### src/rtl/hps_tx_engine.sv
// rtl/hps_tx_engine.sv - byte FIFO plus UART-style 8N1 serialiser; define TX_PARITY_EN for an even parity bit
module hps_tx_engine #(
    parameter int ADDR_W  = 8,
    parameter int CLK_DIV = 434
) (
    input  logic              clk,
    input  logic              reset_n,
    input  logic [7:0]        data_tx,
    input  logic              wren_fifo_tx,
    input  logic [7:0]        size_fifo_tx,
    input  logic              start_tx,
    output logic              ready_tx,
    output logic [ADDR_W:0]   fifo_level,
    output logic              overflow,
    output logic              tx_serial,
    output logic              tx_done
);

    localparam int DEPTH = 2 ** ADDR_W;
    // Frame length counter must hold both the 8-bit size and the full FIFO level.
    localparam int LW    = (ADDR_W + 1 > 8) ? ADDR_W + 1 : 8;
    localparam int TW    = $clog2(CLK_DIV);

`ifdef TX_PARITY_EN
    typedef enum logic [2:0] {S_IDLE, S_LOAD, S_START, S_DATA, S_PARITY, S_STOP, S_DONE} state_t;
`else
    typedef enum logic [2:0] {S_IDLE, S_LOAD, S_START, S_DATA, S_STOP, S_DONE} state_t;
`endif

    state_t            state, next_state;
    logic [7:0]        mem [DEPTH];
    logic [ADDR_W-1:0] wr_ptr, rd_ptr;
    logic [ADDR_W:0]   level;
    logic              overflow_q;
    logic              start_q;
    logic [LW-1:0]     remaining;
    logic [7:0]        shift_byte;
    logic [TW-1:0]     timer;
    logic [2:0]        bit_idx, idx_next;
    logic              line, line_next;

    logic              full, wr_en, pop, start_re, accept, timer_last, in_bit;
    logic [LW-1:0]     size_w, level_w, eff_len;

    assign full       = (level == (ADDR_W + 1)'(DEPTH));
    assign wr_en      = wren_fifo_tx && !full;
    assign pop        = (state == S_LOAD);
    assign start_re   = start_tx & ~start_q;
    assign accept     = start_re && (state == S_IDLE);
    assign size_w     = LW'(size_fifo_tx);
    assign level_w    = LW'(level);
    assign eff_len    = (size_w < level_w) ? size_w : level_w;
    assign timer_last = (timer == TW'(CLK_DIV - 1));
`ifdef TX_PARITY_EN
    assign in_bit     = (state == S_START) || (state == S_DATA) || (state == S_PARITY) || (state == S_STOP);
`else
    assign in_bit     = (state == S_START) || (state == S_DATA) || (state == S_STOP);
`endif

    assign ready_tx   = (state == S_IDLE);
    assign tx_done    = (state == S_DONE);
    assign fifo_level = level;
    assign overflow   = overflow_q;
    assign tx_serial  = line;

    // FIFO pointers, occupancy and sticky overflow; a start accept clears overflow
    always_ff @(posedge clk or negedge reset_n) begin
        if (!reset_n) begin
            wr_ptr     <= '0;
            rd_ptr     <= '0;
            level      <= '0;
            overflow_q <= 1'b0;
        end else begin
            if (wr_en) wr_ptr <= wr_ptr + 1'b1;
            if (pop)   rd_ptr <= rd_ptr + 1'b1;
            case ({wr_en, pop})
                2'b10:   level <= level + 1'b1;
                2'b01:   level <= level - 1'b1;
                default: level <= level;
            endcase
            if (accept)              overflow_q <= 1'b0;
            if (wren_fifo_tx && full) overflow_q <= 1'b1;
        end
    end

    // FIFO storage, no reset needed since occupancy gates every read
    always_ff @(posedge clk) begin
        if (wr_en) mem[wr_ptr] <= data_tx;
    end

    // FSM state register
    always_ff @(posedge clk or negedge reset_n) begin
        if (!reset_n) state <= S_IDLE;
        else          state <= next_state;
    end

    // Next state, next bit index and the value the line takes next cycle
    always_comb begin
        next_state = state;
        idx_next   = bit_idx;
        line_next  = 1'b1;
        case (state)
            S_IDLE:  if (accept && eff_len != '0) next_state = S_LOAD;
            S_LOAD:  next_state = S_START;
            S_START: if (timer_last) begin
                         next_state = S_DATA;
                         idx_next   = 3'd0;
                     end
            S_DATA:  if (timer_last) begin
                         idx_next = bit_idx + 3'd1;
`ifdef TX_PARITY_EN
                         if (bit_idx == 3'd7) next_state = S_PARITY;
`else
                         if (bit_idx == 3'd7) next_state = S_STOP;
`endif
                     end
`ifdef TX_PARITY_EN
            S_PARITY: if (timer_last) next_state = S_STOP;
`endif
            S_STOP:  if (timer_last) next_state = (remaining != '0) ? S_LOAD : S_DONE;
            S_DONE:  next_state = S_IDLE;
            default: next_state = S_IDLE;
        endcase
        case (next_state)
            S_START:  line_next = 1'b0;
            S_DATA:   line_next = shift_byte[idx_next];
`ifdef TX_PARITY_EN
            S_PARITY: line_next = ^shift_byte;
`endif
            default:  line_next = 1'b1;
        endcase
    end

    // Datapath: start edge detect, byte count, shift byte, bit timer and registered line
    always_ff @(posedge clk or negedge reset_n) begin
        if (!reset_n) begin
            start_q    <= 1'b0;
            remaining  <= '0;
            shift_byte <= '0;
            timer      <= '0;
            bit_idx    <= '0;
            line       <= 1'b1;
        end else begin
            start_q <= start_tx;
            if (accept)   remaining <= eff_len;
            else if (pop) remaining <= remaining - LW'(1);
            if (pop) shift_byte <= mem[rd_ptr];
            if (in_bit && !timer_last) timer <= timer + 1'b1;
            else                       timer <= '0;
            bit_idx <= idx_next;
            line    <= line_next;
        end
    end

endmodule
### config.mk
export PLATFORM = sky130hd
export DESIGN_NAME = hps_tx_engine
export DESIGN_NICKNAME = d
export VERILOG_FILES = /design/src/rtl/hps_tx_engine.sv
export SDC_FILE = /design/constraint.sdc
export NUM_CORES = 2
export LEC_CHECK = 0
export CAP_MARGIN = 20
export CORE_MARGIN = 5
export CORE_UTILIZATION = 50
export DETAILED_ROUTE_END_ITERATION = 12
export GPL_TIMING_DRIVEN = 0
export PLACE_DENSITY = 0.74
export SKIP_CTS_REPAIR_TIMING = 1
export SLEW_MARGIN = 10
export SYNTH_ARGS = -nofsm -noshare
export SYNTH_HDL_FRONTEND = slang
export SYNTH_SLANG_ARGS = --single-unit
### constraint.sdc
create_clock -name clk -period 7.8 [get_ports clk]
set_input_delay 1.56 -clock clk [delete_from_list [all_inputs] [get_ports clk]]
set_output_delay 1.56 -clock clk [all_outputs]
set_load 0.01 [all_outputs]
==> metrics.md <==
| Metric | Value |
|---|---|
| Status | complete, no violations |
| Largest net degree at the start of global routing | 150 |
| Post-Place Cell Area | around 86000 µm² |
| NetSw | about 0.010 W |
| Worst vdd ir | approximately 0.21 mV |
| Gpl congestion | ~1 |
| Commonest non-fill, non-tap cell in the layout | edfxtp_1 |
| WP data required | between 8000 and 9000 ps |
| Main synth FF type | edfxtp_1 |
| Nets | 4263 |
| Grt total ovfl | 0 |
| Seq pwr share | 0.411 |
| DRT iter0 DRCs | 9226 |
| FF+latch count, synth | roughly 2100 |
| R2R setup slack | between 2000 and 2500 ps |
| Mean post-synth cell area | around 21 µm² |
| Wirelength per Cell | 41.8 µm |
| Slew HR | 0.0822 |
| Tmin final | about 5700 ps |
| CTS root buf | clkbuf_16 |
| Die extent in y | 416 µm |
| Setup ws final | around 2100 ps |
| Slew of the pin with the lowest slew margin | ~1400 ps |
| Dpl ws | around 1900 ps |
| Most frequent cells in the layout | edfxtp_1, mux4_2, nor2_1, clkbuf_16, nand2_1 |
| Hold depth | 2 |
| Hold Fails Final Rpt | 0 |
| Number of buffers added on ports | 32 |
| Worst path cell trace | buf_2 -> buf_2 -> buf_2 -> buf_2 -> mux4_2 -> a22oi_1 -> a21oi_1 -> nor4_1 -> o31ai_1 -> nand3_1 -> nand3_1 |
| Setup TNS Final | 0 ps |
| Final setup violation count | 0 |
| Top cells by area, synth | edfxtp_1, mux4_2, dfrtp_1 |
| Share of cells above drive strength 1 | 0.233 |
| Yosys warning total | 0 |
| Worst-path clk slew | roughly 70 ps |
| Vias per cell | about 7.0 |
| Combinational power share | 0.277 |
| Synth area leader | edfxtp_1 |
| Hold slack | 494 ps |
| Pwr dens | ~330 nW/µm² |
| Layout Skew | 66.2 ps |
| R2R depth | 11 |
| Pleak | 29.3 nW |
| Hold path endpoint | shift_byte[6] |
| EDFF count, synth | approximately 2000 |
| Unrepaired setup endpoints after global routing | no |
| CTS tree | done |
| Core area | between 150000 and 200000 µm² |
| P_int | ~0.021 W |
| Synth top area share | 0.745 |
| Sinks on Clock Net | roughly 2100 |
| Die width | ~420 µm |
| Post-detail-place hpwl | roughly 170000 µm |
| H-tree lvl count | 4 |
| Area growth syn-to-layout | 12.5% |
| Vias | about 46000 |
| FF-to-FF End | shift_byte[5] |
| Critical R2R Launch | rd_ptr[1] |
| Top cell family by delay on the critical path | buffers and inverters |
| Die ar. | between 150000 and 200000 µm² |
| Post-synth ARST share | 0.0285 |
| Clock Latency Late Sink | just under 900 ps |
| Peak Freq | 176 MHz |
| Slowest CP cell | nor4_1 |
| Worst setup path class | reg2reg |
| DR pass1 iterations | 10 |
| I/O pin cnt | 33 |
| Crit. End Element | register |
| Cells after Synth | a little under 4000 |
| Hold Crit Start | shift_byte[6] |
| Routed wire length | around 280000 µm |
| Crit-path max cell delay | 850 ps |
| Post-synth cell types | 68 |
| Post-Layout Inst Area | ~93000 µm² |
| Final worst path period share | 0.727 |
| Post-synthesis sequential area ratio | 0.763 |
| Crit-path max FO | 10 |
| CTS Buf Count | a little over 200 |
| Antenna violations before repair | 13 |
| Starting Density | 0.501 |
| First-pass GRT wire length | around 370000 µm |
| Longest Clk Path Bufs | 3 |
| Startpoint Class | register |
| Worst hold-check path type | reg2reg |
| Post-Synthesis Cell Area | a little over 80000 µm² |
| Row count | between 100 and 150 |
| Arr. time, crit path | around 6400 ps |
| Sw frac | 0.328 |
| Syn Nets | roughly 4000 |
| Max-cap violations | 0 |
| GR Util All Layers | 0.315 |
| Final slew viol count | 0 |
| Power, Total | around 0.031 W |
| Clock power frac | 0.312 |
| Routed Antenna Nets | 0 |
| Most used cell, CP | buf_2 |
| Vias in the first global route | roughly 44000 |
| DRC Markers | 0 |
| Worst Path Buf+Inv | 4 |
==> worst max-delay path by stage <==
stage,startpoint,end,depth (start not counted)
6_report,rd_ptr[1],shift_byte[5],11
3_3_place_gp,data_tx[2],mem[52][2],1
4_1_cts,rd_ptr[1],shift_byte[5],11
5_1_grt,rd_ptr[1],shift_byte[3],9
2_1_floorplan,wren_fifo_tx,fifo_level[7],12
3_5_place_dp,wren_fifo_tx,mem[95][7],6
==> flip-flops by register name (all words and copies together), names as in the netlist <==
signal and cells:
rd_ptr 8, tx_serial 1, overflow 1, mem 2048
timer 9, remaining 9, state 3, start_q 1
bit_idx 3, fifo_level 9, shift_byte 8, wr_ptr 8
==> layout make-up <==
| class | instances | area [µm²] |
|---|---|---|
| Clock inverter | 112 | 1110 |
| Sequential cell | 2108 | 63000 |
| Tap cell | 2189 | 2740 |
| Antenna cell | 16 | 40.0 |
| Inverter | 28 | 105 |
| Fill cell | 11800 | 71800 |
| Clock buffer | 261 | 5390 |
| Multi-Input combinational cell | 1580 | 18300 |
| Timing Repair Buffer | 67 | 963 |
| Buffer | 227 | 1200 |
==> cell usage after synthesis (9+ instances only) <==
master and count:
a211oi_1 15, a21oi_1 51, a22oi_1 33, buf_1 26, buf_2 55, buf_4 32, buf_6 13, clkbuf_1 101
dfrtp_1 59, edfxtp_1 2048, ha_1 26, inv_1 26, mux2i_1 122, mux4_2 535, nand2_1 136, nand3_1 46
nand4_1 12, nor2_1 312, nor2b_1 20, nor3_1 15, nor4_1 11, o211ai_1 10, o21ai_0 27, o21ai_1 15
o221ai_1 9, o22ai_1 40, xnor2_1 24
==> power by group through the flow <==
stage	registers (W)	logic (W)	clock network (W)
after CTS	0.0128	0.00820	0.00967
final	0.0128	0.00860	0.00970
after global placement	0.0131	0.00809	0
after detailed placement	0.0130	0.00817	0
after global routing	0.0128	0.00853	0.0102
after floorplan	0.0129	0.00436	0
==> cell families after synthesis <==
logic type,count (synthesis),share of synthesized area
DFF,2108,0.763
adders and majority gates,27,0.00418
AOI/OAI and AO/OA,264,0.0213
muxes,668,0.162
buffers and inverters,255,0.0151
xor gates and xnor gates,32,0.00340
and+or+nand+nor,589,0.0305
==> worst register-to-register path, stage by stage (launching register included) <==
cell and delay, ps:
dfrtp_1 550, buf_2 360, buf_2 470, buf_2 760, buf_2 800, mux4_2 450
a22oi_1 330, a21oi_1 180, nor4_1 850, o31ai_1 500, nand3_1 220, nand3_1 90
==> routing by layer <==
metal  vias up  track usage  share of wire
li1      16900            -              -
met1     23800        0.393           0.32
met2      4505        0.447           0.43
met3      1003        0.143           0.16
met4        16        0.203          0.081
met5         -            0        0.00034
==> per-stage QoR <==
step | utilization | cells
2_1_floorplan | - | 3943
3_3_place_gp | 0.520 | 6164
3_5_place_dp | 0.524 | 6195
4_1_cts | 0.564 | 6568
5_1_grt | 0.564 | 6572
6_report | 0.564 | 6588
(Power assumes the default switching activity.)
